**src/rtl/mem_access_ctrl.sv**
```systemverilog
// ---------------------------------------------------------------------------
// mem_access_ctrl
// Bus sequencer between the MEM-stage load/store datapath and a
// variable-latency data-memory bus with a req/ack handshake. Loads and
// word stores take one bus transfer. Byte and halfword stores take a read
// followed by a write of the word produced by the MEM-stage merge logic.
// The pipeline is stalled while a transfer is in flight. Requests that wait
// too long for an ack are aborted with a one-cycle error pulse.
//
// Parameters:
//   TIMEOUT_CYCLES     request cycles allowed without ack (0 = no timeout)
// Ports:
//   i_Clk_1            clock
//   i_Rst_1            asynchronous active-high reset
//   i_Load_1           MEM-stage load request (level)
//   i_Store_1          MEM-stage store request (level)
//   i_LoadStoreWidth_2 00 byte, 01 half, 1x word
//   i_Address_32       byte address
//   i_StoreData_32     store data for word stores
//   i_MergedData_32    merged word for byte/half stores
//   o_LoadData_32      last successfully read bus word
//   o_Stall_1          freeze pipeline
//   o_Misaligned_1     misaligned access flag
//   o_BusError_1       one-cycle timeout-abort pulse
//   o_BusReq_1         bus request
//   o_BusWe_1          bus write enable (1 write, 0 read)
//   o_BusAddr_32       word-aligned bus address
//   o_BusWData_32      bus write data
//   i_BusAck_1         bus transfer complete
//   i_BusRData_32      bus read data
// ---------------------------------------------------------------------------
module mem_access_ctrl #(
    parameter int TIMEOUT_CYCLES = 16
) (
    input  logic        i_Clk_1,
    input  logic        i_Rst_1,
    input  logic        i_Load_1,
    input  logic        i_Store_1,
    input  logic [1:0]  i_LoadStoreWidth_2,
    input  logic [31:0] i_Address_32,
    input  logic [31:0] i_StoreData_32,
    input  logic [31:0] i_MergedData_32,
    output logic [31:0] o_LoadData_32,
    output logic        o_Stall_1,
    output logic        o_Misaligned_1,
    output logic        o_BusError_1,
    output logic        o_BusReq_1,
    output logic        o_BusWe_1,
    output logic [31:0] o_BusAddr_32,
    output logic [31:0] o_BusWData_32,
    input  logic        i_BusAck_1,
    input  logic [31:0] i_BusRData_32
);

    typedef enum logic [2:0] {IDLE, READ, WRITE, DONE, ERR} state_t;

    // A zero timeout still needs a one-bit counter so the declarations stay legal.
    localparam int CW        = (TIMEOUT_CYCLES > 0) ? $clog2(TIMEOUT_CYCLES + 1) : 1;
    localparam int LIMIT_INT = (TIMEOUT_CYCLES > 0) ? TIMEOUT_CYCLES - 1 : 0;
    localparam logic [CW-1:0] LIMIT = LIMIT_INT[CW-1:0];

    state_t        state;
    state_t        state_next;
    logic [CW-1:0] wait_cnt;

    logic access;
    logic is_word;
    logic misaligned;
    logic needs_read;
    logic expired;

    logic stall_c;
    logic misaligned_c;
    logic bus_error_c;
    logic req_c;
    logic we_c;

    assign access     = i_Load_1 | i_Store_1;
    assign is_word    = i_LoadStoreWidth_2[1];
    assign misaligned = ((i_LoadStoreWidth_2 == 2'b01) & i_Address_32[0])
                      | (is_word & (|i_Address_32[1:0]));
    // A load wins over a simultaneous store; sub-word stores need the old word first.
    assign needs_read = i_Load_1 | ~is_word;
    // An ack in the final allowed cycle still counts as a normal completion.
    assign expired    = (TIMEOUT_CYCLES > 0) && (wait_cnt == LIMIT) && !i_BusAck_1;

    // State register
    always_ff @(posedge i_Clk_1 or posedge i_Rst_1) begin
        if (i_Rst_1) begin
            state <= IDLE;
        end else begin
            state <= state_next;
        end
    end

    // Next-state logic
    always_comb begin
        state_next = state;
        case (state)
            IDLE: begin
                if (access && !misaligned) begin
                    state_next = needs_read ? READ : WRITE;
                end
            end
            READ: begin
                if (i_BusAck_1) begin
                    state_next = i_Load_1 ? DONE : WRITE;
                end else if (expired) begin
                    state_next = ERR;
                end
            end
            WRITE: begin
                if (i_BusAck_1) begin
                    state_next = DONE;
                end else if (expired) begin
                    state_next = ERR;
                end
            end
            DONE:    state_next = IDLE;
            ERR:     state_next = IDLE;
            default: state_next = IDLE;
        endcase
    end

    // Output decode
    always_comb begin
        stall_c      = 1'b0;
        misaligned_c = 1'b0;
        bus_error_c  = 1'b0;
        req_c        = 1'b0;
        we_c         = 1'b0;
        case (state)
            IDLE: begin
                stall_c      = access & ~misaligned;
                misaligned_c = access & misaligned;
            end
            READ: begin
                req_c   = 1'b1;
                stall_c = 1'b1;
            end
            WRITE: begin
                req_c   = 1'b1;
                we_c    = 1'b1;
                stall_c = 1'b1;
            end
            ERR:     bus_error_c = 1'b1;
            default: ;
        endcase
    end

    // Outputs are forced low while reset is held so the bus sees req drop at once.
    assign o_Stall_1      = stall_c & ~i_Rst_1;
    assign o_Misaligned_1 = misaligned_c & ~i_Rst_1;
    assign o_BusError_1   = bus_error_c & ~i_Rst_1;
    assign o_BusReq_1     = req_c & ~i_Rst_1;
    assign o_BusWe_1      = we_c & ~i_Rst_1;
    assign o_BusAddr_32   = i_Rst_1 ? 32'h0 : {i_Address_32[31:2], 2'b00};
    assign o_BusWData_32  = i_Rst_1 ? 32'h0 : (is_word ? i_StoreData_32 : i_MergedData_32);

    // Read capture and request-wait counter; the counter restarts on every state change.
    always_ff @(posedge i_Clk_1 or posedge i_Rst_1) begin
        if (i_Rst_1) begin
            o_LoadData_32 <= 32'h0;
            wait_cnt      <= '0;
        end else begin
            if (state == READ && i_BusAck_1) begin
                o_LoadData_32 <= i_BusRData_32;
            end
            if (state_next != state) begin
                wait_cnt <= '0;
            end else if ((state == READ || state == WRITE) && !i_BusAck_1
                         && (TIMEOUT_CYCLES > 0)) begin
                wait_cnt <= wait_cnt + 1'b1;
            end
        end
    end

endmodule

```
**config.mk**
```make
export PLATFORM = sky130hd
export DESIGN_NAME = mem_access_ctrl
export DESIGN_NICKNAME = d
export VERILOG_FILES = /design/src/rtl/mem_access_ctrl.sv
export SDC_FILE = /design/constraint.sdc
export NUM_CORES = 1
export LEC_CHECK = 0
export CORE_UTILIZATION = 31
export DETAILED_ROUTE_END_ITERATION = 10
export GPL_ROUTABILITY_DRIVEN = 1
export PLACE_DENSITY = 0.93
export SLEW_MARGIN = 30
export SYNTH_ARGS = -nofsm -noshare
export SYNTH_HDL_FRONTEND = slang
export SYNTH_SLANG_ARGS = --single-unit
```
**constraint.sdc**
```tcl
create_clock -name i_Clk_1 -period 2.7 [get_ports i_Clk_1]
set_input_delay 0.27 -clock i_Clk_1 [delete_from_list [all_inputs] [get_ports i_Clk_1]]
set_output_delay 0.27 -clock i_Clk_1 [all_outputs]
set_load 0.01 [all_outputs]
```
Yosys cells after proc, flatten, opt, wreduce, memory -nomap -nowiden
Cells that the tools add are included.
Word-level totals
  output and inout bits: 101
  word-level logic and storage cells: 53
  register bits after elaboration: 40
  input port bits: 135
Cells by class
  muxes and demuxes: 17
  equal/unequal tests: 6
  bitwise gates (word level): 15
  reduce and logical (&&, ||, !) cells: 11
  add/subtract/negate cells: 1
Operator list (count)
  32-bit two-way mux: 3
  3-bit two-way mux: 4
  5-bit two-way mux: 2
  1-bit bitwise AND: 9
  3-bit one-hot mux with 3 select lines: 1
  5-bit by 1-bit adder with 5-bit output (second input constant): 1
  5-bit by 4-bit equality test with 1-bit output (second input constant): 1
  1-bit two-way mux: 5
  1-bit logical AND: 4
  2-bit OR reduction: 2
  3-bit by 1-bit equality test with 1-bit output (second input constant): 1
  3-bit by 2-bit equality test with 1-bit output (second input constant): 1
  3-bit equality test (second input constant): 1
  3-bit logical NOT: 1
  3-bit inequality test: 1
  1-bit NOT: 3
  1-bit bitwise OR: 3
  2-bit by 1-bit equality test with 1-bit output (second input constant): 1
  1-bit logical NOT: 2
  2-bit two-way mux: 1
  1-bit one-hot mux with 2 select lines: 1
  2-bit nonzero test: 1
  1-bit logical OR: 1

Longest topological paths before layout
Gate-level depths: netlist of run 1.
  depth in word-level cells: 9
  mapped depth: 7
  depth with buffers taken out: 7

Worst setup path before layout of run 1
OpenSTA, ideal clock, no wires.
  path type: reg-to-reg
  start: register wait_cnt[0]
  end: register wait_cnt[0]
  arrival time: 1904 ps
  library setup time: 101 ps
  data required time: 2599 ps
  buffers on the path: 0
  path slack: 695 ps
  stages on the path, launching flop included: 8
  path through: dfrtp_1 > ha_1 > and3_1 > ha_1 > or4b_4 > a21oi_2 > a211oi_2 > nor4_1
Between the ends
  cells in the longest elaborated chain, start to end: 7
  elaborated cells on any way between the ends: 11
  classes of those cells: add/sub (1); eq/ne (2); mux (6); reduce/logical (2)
RTL lines
  from (decl): line 64  | logic [CW-1:0] wait_cnt;
  from (signal assigned): line 173  | wait_cnt <= wait_cnt + 1'b1;
  5-bit by 4-bit equality test with 1-bit output: line 85  | assign expired = (TIMEOUT_CYCLES > 0) && (wait_cnt == LIMIT) && !i_BusAck_1;
  1-bit logical AND: line 85
  3-bit two-way mux: line 108, 115
  3-bit two-way mux (on tied branches): line 113, 106
  3-bit one-hot mux with 3 select lines: line 99  | case (state)
  3-bit inequality test: line 169  | if (state_next != state) begin
  5-bit two-way mux / 2-bit nonzero test (equally long branches)
Parallel ways exist; a longest one is shown, timed or not. The select of a mux whose other input is x is not followed.
A chain may end at the register's enable or synchronous reset.

Worst setup path after layout of run 1
  start: register state[0]
  end: output o_Stall_1
Between the ends
  cells in the longest elaborated chain, start to end: 4
  elaborated cells on any way between the ends: 6
  classes of those cells: eq/ne (2); mux (1); bitwise (1); reduce/logical (2)
RTL lines
  from (decl): line 62  | state_t state;
  from (signal assigned): line 92  | state <= state_next;
  3-bit by 1-bit equality test with 1-bit output / 3-bit by 2-bit equality test with 1-bit output (equally long branches): line 132  | case (state)
  2-bit OR reduction (no line)
  1-bit one-hot mux with 2 select lines (*): line 132
  1-bit bitwise AND (*): line 152  | assign o_Stall_1 = stall_c & ~i_Rst_1;
  to (decl): line 44  | output logic o_Stall_1,
Every way passes the cells marked *; elsewhere a longest branch is shown, timed or not.

==> results of run 1 <==
-- kinds of logic (layout without fill, tap and decap cells) --
group | count (synthesis) | in the layout | share of synthesized area [%]
AO/OA/AOI/OAI | 11 | 11 | 3.31
AND/OR/NAND/NOR | 99 | 99 | 20.9
multiplexers | 66 | 66 | 28.1
flip-flops | 40 | 40 | 40.1
adder cells (fa/ha/maj) | 2 | 2 | 1.00
other | 1 | 2 | 0.150
XOR/XNOR | 5 | 5 | 1.75
buffers and inverters | 24 | 251 | 4.71
-- sequential cells by signal, summed over array words and instances, names as in the netlist --
| signal | count |
|---|---|
| o_LoadData_32 | 32 |
| state | 3 |
| wait_cnt | 5 |
-- routing by layer --
metal | track usage [%] | up-vias | wire, µm
li1 | - | 1298 | -
met1 | 24.5 | 1282 | 3670
met2 | 39.8 | 136 | 4920
met3 | 6.55 | 19 | 826
met4 | 8.59 | 0 | 285
met5 | 0 | - | 0
-- cells in the final DEF, fill, tap and decap left out, types with 3 or more instances in the layout --
cell	netlist	routed
inv_1	3	3
xor2_1	4	4
dfrtp_1	40	40
clkbuf_8	0	5
nor2_1	42	42
mux2i_1	33	33
and3_1	3	3
nor2b_1	32	32
a21oi_1	3	3
nand2_1	4	4
buf_4	3	6
nor4_1	6	6
mux2_2	33	33
clkdlybuf4s50_1	0	231
-- path summary, 6_finish.rpt --
path	endpoint	slack [ns]	cells past startpoint
hold reg to reg	o_LoadData_32[30]	0.51	1
setup reg to reg	wait_cnt[3]	0.45	7
setup / recovery	o_Stall_1	0.37	4
max in group asynchronous	o_LoadData_32[23]	1.96	3
hold / removal	state[0]	0.38	3
min in group i_Clk_1	o_LoadData_32[30]	0.51	1
-- where the power goes --
part | total [mW] | internal (mW) | switching, mW
sequential | 1.04 | 0.867 | 0.177
clock | 0.480 | 0.274 | 0.206
combinational | 1.78 | 1.08 | 0.694
-- stage by stage --
stage	util (%)	power (mW)
after floorplan	-	1.84
after global routing	64.6	3.48
final	64.6	3.30
after detailed placement	63.2	2.84
after CTS	64.6	3.34
after global placement	63.2	2.77
-- worst max-delay path, delay by kind of cell, from the launching register on --
| family | cells | cell delay, ns |
|---|---|---|
| DFF | 1 | 0.51 |
| and+or+nand+nor | 2 | 0.54 |
| buffers and inverters | 1 | 0.59 |
| AOI/OAI and AO/OA | 1 | 0.14 |
-- layout make-up --
cell class	count	share of cell area [%]
timing repair buffer	240	47.6
multi-input combinational	185	27.5
sequential	40	20.0
tap	102	2.54
clock inverter	2	0.698
inverter	3	0.224
clock buffer	6	1.45
==> results.json, run 1 <==
{
  "num_io_pins": 236,
  "cp_slowest_cell": "clkdlybuf4s50_1",
  "die-area_um2": 8420,
  "critPathMaxFanout": 12,
  "r2r-start": "wait_cnt[0]",
  "synthTopCellsByCount": "nor2_1, dfrtp_1, mux2_2, mux2i_1, nor2b_1",
  "clock_skew_ns": 0.00640,
  "yosysWarnings": 0,
  "worst_slack_ns": 0.370,
  "p_leak_nw": 2.07,
  "cp-start-kind": "register",
  "h-tree-depth": 2,
  "area_growth_pct": 101,
  "instances_no_fill": 578,
  "pre_cts_slack_ns": 0.430,
  "required_ns": 2.43,
  "std_cell_rows": 32,
  "antenna_found_initial": 0,
  "viasPerCell": 4.73,
  "port_buffers": 233,
  "grt_pass1_wl_um": 14500,
  "grt_max_degree": 41,
  "syn_area_um2": 2500,
  "final-seq-area_um2": 1000,
  "yosys_register_bits": 40,
  "dp_hpwl_um": 7880,
  "postRouteAntennaNets": 0,
  "cts_tree": "done",
  "hold_class": "primary input to async pin",
  "drtIter0Drc": 76,
  "antennaDiodeCount": 0,
  "synth_cells": 248,
  "yosysTopAreaCell": "dfrtp_1",
  "nNetsFinal": 612,
  "synth_edf_count": 0,
  "cts_setup_buffers": 0,
  "rsz0062_at_grt": "no",
  "holdWs_ns": 0.385,
  "clk_latency_ns": 0.29,
  "setup.worst_path.end_class": "primary output",
  "drt-wirelength-per-cell_um": 16.8,
  "finalHoldViolCount": 0,
  "final.period_utilization_pct": 86.3,
  "nFillCells": 612,
  "cts-root-buf": "clkbuf_8",
  "track_usage_pct": 22.2,
  "dpl_cell_area_um2": 4910,
  "async_flop_share_pct": 100,
  "worstPathArrival_ns": 2.06,
  "drc": 0,
  "cap_viol_max_count": 0,
  "initial_core_util_pct": 32.1,
  "period_needed_ns": 2.33,
  "crit_path_start": "state[0]",
  "drive_gt1_share_pct": 11.3,
  "status": "complete, no violations",
  "synth_area_leaders": "dfrtp_1, mux2_2, mux2i_1",
  "finalSetupTns_ns": 0,
  "grt_pass1_vias": 2814,
  "synth_top_flop_cell": "dfrtp_1",
  "die_y_um": 91.7,
  "synth_top_area_share_pct": 40.1,
  "synth_area_per_cell_um2": 10.1,
  "dpl.cell_count": 570,
  "fp.coreArea_um2": 7770,
  "wl_um": 9700,
  "max_freq_mhz": 429,
  "cts-buffers-inserted": 5,
  "cts.sink_count": 40,
  "synth.most_common_cell": "nor2_1",
  "ys_seq_area_share_pct": 40.1,
  "tightest_slew_ns": 0.503,
  "cts_hold_buf": 0,
  "path_clk_slew_ns": 0.08,
  "multi_input_area_um2": 1380,
  "dr.pass1.iters": 4,
  "path_cells": "nor4_1 -> a21oi_1 -> nor2_1 -> clkdlybuf4s50_1",
  "final_max_slew_viol_count": 0,
  "criticalPathCategory": "register to primary output",
  "cts.path.max_buffers": 2,
  "maxSlewHeadroom_pct": 66.4,
  "power_density_nw_per_um2": 658,
  "die_x_um": 91.7,
  "num_vias": 2735,
  "overflow": 0,
  "finalInstanceArea_um2": 5020,
  "synth.distinct_cells": 38,
  "irDropWorstVdd_uv": 548,
  "critical_path.max_stage_delay_ns": 0.59,
  "place_congestion": 0.838,
  "cts.repair.resized": 0,
  "setup_viol": 0
}
Note: power is estimated with default switching activity, not from simulation.
==> run 2: changes to the inputs <==
--- a/config.mk
+++ b/config.mk
@@ -5,6 +5,7 @@
 export SDC_FILE = /design/constraint.sdc
 export NUM_CORES = 1
 export LEC_CHECK = 0
+export CORE_MARGIN = 2
 export CORE_UTILIZATION = 31
 export DETAILED_ROUTE_END_ITERATION = 10
 export GPL_ROUTABILITY_DRIVEN = 1
==> results.json, run 2 (synthesized netlist as in run 1, its figures left out) <==
{
  "drc": 0,
  "dpl_cell_area_um2": 4910,
  "utilization_pct": 64.2,
  "antennaDiodeCount": 0,
  "drt-wirelength-per-cell_um": 17.1,
  "top_regs": "o_LoadData_32: 32 flops, wait_cnt: 5 flops, state: 3 flops",
  "finalHoldViolCount": 0,
  "cts-buffers-inserted": 5,
  "postRouteAntennaNets": 0,
  "largest_reg_flops": 32,
  "switching_power_mw": 1.06,
  "p_sw_share_pct": 33.2,
  "path_cells": "nor4_1 -> nor3b_1 -> clkdlybuf4s50_1",
  "tightest_slew_ns": 0.647,
  "clock_skew_ns": 0.00750,
  "clk_latency_ns": 0.29,
  "place_congestion": 0.793,
  "regMostFlops": "o_LoadData_32",
  "cts_setup_buffers": 0,
  "num_vias": 2692,
  "setup.worst_path.end_class": "primary output",
  "rsz0062_at_grt": "no",
  "cts_tree": "done",
  "max_freq_mhz": 427,
  "combPwrFrac_pct": 55.3,
  "cts.repair.resized": 0,
  "nNetsFinal": 610,
  "critPathMaxFanout": 12,
  "wl_met1_um": 3460,
  "antenna_found_initial": 0,
  "track_usage_pct": 21.0,
  "r2r-start": "wait_cnt[0]",
  "path_clk_slew_ns": 0.07,
  "grt_pass1_vias": 2800,
  "required_ns": 2.43,
  "crit_path_start": "state[0]",
  "crit_buf_inv": 1,
  "dp_hpwl_um": 7880,
  "cap_viol_max_count": 0,
  "final.period_utilization_pct": 86.8,
  "power_density_nw_per_um2": 639,
  "std_cell_rows": 32,
  "cp_slowest_cell": "clkdlybuf4s50_1",
  "holdWs_ns": 0.456,
  "top_layer_used": "met4",
  "viasPerCell": 4.68,
  "p_clk_share_pct": 11.7,
  "setup_viol": 0,
  "drtIter0Drc": 65,
  "route.met2.wl_um": 5260,
  "overflow": 0,
  "drive_gt1_share_pct": 10.8,
  "grt_max_degree": 41,
  "worstPathArrival_ns": 2.07,
  "wl_um": 9840,
  "finalSetupTns_ns": 0,
  "maxSlewHeadroom_pct": 56.9,
  "final_cell_mix": "clkdlybuf4s50_1, nor2_1, dfrtp_1, mux2_2, mux2i_1",
  "status": "complete, no violations",
  "criticalPathCategory": "register to primary output",
  "num_io_pins": 236,
  "cp-start-kind": "register",
  "cts_hold_buf": 0,
  "h-tree-depth": 2,
  "port_buffers": 233,
  "fp.coreArea_um2": 7770,
  "cts.sink_count": 40,
  "final_max_slew_viol_count": 0,
  "p_leak_nw": 2.05,
  "p_seq_share_pct": 33.0,
  "dr.pass1.iters": 4,
  "die-area_um2": 8790,
  "die_y_um": 93.7,
  "wl_met3_um": 1030,
  "grt_pass1_wl_um": 14500,
  "critical_path.max_stage_delay_ns": 0.63,
  "p_int_mw": 2.13,
  "area_growth_pct": 99.6,
  "worst-path-stages": 3,
  "layout_commonest_cell": "clkdlybuf4s50_1",
  "irDropWorstVdd_uv": 552,
  "reg2reg_depth": 7,
  "cts.path.max_buffers": 2,
  "initial_core_util_pct": 32.1,
  "period_needed_ns": 2.34,
  "cp_top_family": "simple AND/OR/NAND/NOR gates",
  "hold_class": "primary input to async pin",
  "finalInstanceArea_um2": 4980,
  "die_x_um": 93.7,
  "cts-root-buf": "clkbuf_8"
}
[run 2: cell types whose count changed in the layout (fill, tap and decap cells not counted), sizes merged]
cell / previous run / this run
buf: 9 / 7
bufinv: 1 / 0
[run 2: cell type report]
type	instances	area (µm²)
Tap cell	102	128
Clock inverter	1	5.00
Fill cell	628	2780
Inverter	3	11.3
Clock buffer	6	72.6
Sequential cell	40	1000
Timing Repair Buffer	238	2380
Multi-Input combinational cell	185	1380
[run 2: per-stage QoR]
stage / std cells / setup WS [ns] / total power, mW
after floorplan: 249 / 0.695 / 1.84
after CTS: 575 / 0.333 / 3.22
final: 575 / 0.357 / 3.18
after detailed placement: 568 / 0.375 / 2.82
after global placement: 568 / 0.405 / 2.76
after global routing: 575 / 0.158 / 3.37
[run 2: worst reg2reg max path, stage by stage (launching register included)]
cell	delay, ns
dfrtp_1	0.41
ha_1	0.22
and3_1	0.18
ha_1	0.23
or4b_4	0.49
a21oi_2	0.16
a211oi_2	0.09
nor4_1	0.32
[run 2: path summary, 6_finish.rpt]
kind	end	slack, ns
min reg2reg	o_LoadData_32[13]	0.51
max in group asynchronous	wait_cnt[1]	1.88
min	o_LoadData_32[20]	0.46
min in group i_Clk_1	o_LoadData_32[13]	0.51
max	o_Misaligned_1	0.36
max reg2reg	wait_cnt[0]	0.50
[run 2: layer usage]
layer / global-route usage, % / vias to the layer above
li1: - / 1284
met1: 22.4 / 1280
met5: 0 / -
met2: 40.1 / 119
met4: 2.78 / 0
met3: 7.62 / 9
[run 2: power groups by stage]
stage / clock network [mW] / logic [mW] / registers, mW
global placement: 0 / 1.72 / 1.03
CTS: 0.394 / 1.78 / 1.05
finish: 0.374 / 1.76 / 1.05
floorplan: 0 / 0.715 / 1.12
detailed placement: 0 / 1.76 / 1.06
global route: 0.404 / 1.88 / 1.09
==> run 3: changes to the inputs <==
--- a/config.mk
+++ b/config.mk
@@ -9,6 +9,7 @@
 export CORE_UTILIZATION = 31
 export DETAILED_ROUTE_END_ITERATION = 10
 export GPL_ROUTABILITY_DRIVEN = 1
+export MAX_ROUTING_LAYER = met4
 export PLACE_DENSITY = 0.93
 export SLEW_MARGIN = 30
 export SYNTH_ARGS = -nofsm -noshare
==> results.json, run 3 (synthesized netlist as in run 1, its figures left out) <==
{
  "regMostFlops": "o_LoadData_32",
  "rsz0062_at_grt": "no",
  "drt-wirelength-per-cell_um": 17.1,
  "p_leak_nw": 2.05,
  "cts-root-buf": "clkbuf_8",
  "clk_latency_ns": 0.29,
  "cp-start-kind": "primary input",
  "cts.sink_count": 40,
  "r2r-start": "wait_cnt[0]",
  "place_congestion": 0.804,
  "maxSlewHeadroom_pct": 56.9,
  "die_y_um": 93.7,
  "final.period_utilization_pct": 86.8,
  "finalInstanceArea_um2": 4980,
  "clock_skew_ns": 0.00798,
  "dr.pass1.iters": 4,
  "tightest_slew_ns": 0.646,
  "drive_gt1_share_pct": 10.8,
  "num_vias": 2691,
  "cts_hold_buf": 0,
  "irDropWorstVdd_uv": 551,
  "holdWs_ns": 0.456,
  "p_total_mw": 3.18,
  "finalSetupTns_ns": 0,
  "dp_hpwl_um": 7880,
  "setup_viol": 0,
  "dpl.cell_count": 568,
  "initial_core_util_pct": 32.1,
  "fp.coreArea_um2": 7770,
  "critPathMaxFanout": 5,
  "die_x_um": 93.7,
  "grt_pass1_wl_um": 14500,
  "port_buffers": 233,
  "cts_setup_buffers": 0,
  "cts.repair.resized": 0,
  "path_clk_slew_ns": 0.08,
  "wl_um": 9810,
  "cts-buffers-inserted": 5,
  "antennaDiodeCount": 0,
  "required_ns": 2.43,
  "std_cell_rows": 32,
  "cts.path.max_buffers": 2,
  "track_usage_pct": 21.6,
  "cts_tree": "done",
  "antenna_found_initial": 0,
  "power_density_nw_per_um2": 638,
  "top_regs": "o_LoadData_32: 32 flops, wait_cnt: 5 flops, state: 3 flops",
  "final_max_slew_viol_count": 0,
  "overflow": 0,
  "hold_class": "primary input to async pin",
  "max_freq_mhz": 427,
  "cap_viol_max_count": 0,
  "status": "complete, no violations",
  "postRouteAntennaNets": 0,
  "area_growth_pct": 99.6,
  "worstPathArrival_ns": 2.07,
  "grt_pass1_vias": 2801,
  "crit_path_start": "i_Load_1",
  "largest_reg_flops": 32,
  "viasPerCell": 4.68,
  "final_cell_mix": "clkdlybuf4s50_1, nor2_1, dfrtp_1, mux2_2, mux2i_1",
  "setup.worst_path.end_class": "primary output",
  "num_io_pins": 236,
  "nNetsFinal": 610,
  "drc": 0,
  "period_needed_ns": 2.34,
  "h-tree-depth": 2,
  "dpl_cell_area_um2": 4910,
  "die-area_um2": 8790,
  "instances_no_fill": 575,
  "grt_max_degree": 41,
  "drtIter0Drc": 69,
  "layout_commonest_cell": "clkdlybuf4s50_1",
  "criticalPathCategory": "primary input to primary output",
  "finalHoldViolCount": 0
}
==> run 3: final timing paths <==
kind	to	slack (ns)	depth (start not counted)
max	o_Misaligned_1	0.36	5
min reg2reg	o_LoadData_32[13]	0.51	1
max reg2reg	wait_cnt[0]	0.50	7
min in group i_Clk_1	o_LoadData_32[13]	0.51	1
max in group asynchronous	wait_cnt[1]	1.88	3
min	o_LoadData_32[4]	0.46	3
==> run 3: critical path, stage by stage <==
cell and delay, ns:
clkdlybuf4s50_1 0.59, nor2_1 0.08, nor4_1 0.23, nor3b_1 0.28
clkdlybuf4s50_1 0.63
==> run 3: metrics by stage <==
| stage | worst slack (ns) | util, % |
|---|---|---|
| after floorplan | 0.695 | - |
| after global placement | 0.405 | 63.2 |
| after detailed placement | 0.375 | 63.2 |
| after CTS | 0.333 | 64.2 |
| after global routing | 0.158 | 64.2 |
| final | 0.357 | 64.2 |
==> run 3: layout make-up <==
cell class | count | area [µm²]
flip-flops and latches | 40 | 1000
well taps | 102 | 128
inverters | 3 | 11.3
clock inverters | 1 | 5.00
fillers | 628 | 2780
clock buffers | 6 | 72.6
multi-input cells | 185 | 1380
repair buffers | 238 | 2380
==> run 3: layer usage <==
| metal | wire length [µm] | GRT usage (%) | part of all wire, % |
|---|---|---|---|
| met3 | 969 | 6.98 | 9.9 |
| met2 | 5260 | 40.1 | 54 |
| met4 | 89 | 2.78 | 0.91 |
| met1 | 3490 | 22.9 | 36 |
| met5 | 0 | - | 0 |
==> run 3: power by group <==
group	internal, mW	switching, mW	leakage, nW
Combinational	1.08	0.678	1.52
Clock	0.176	0.197	0.0410
Sequential	0.868	0.180	0.488
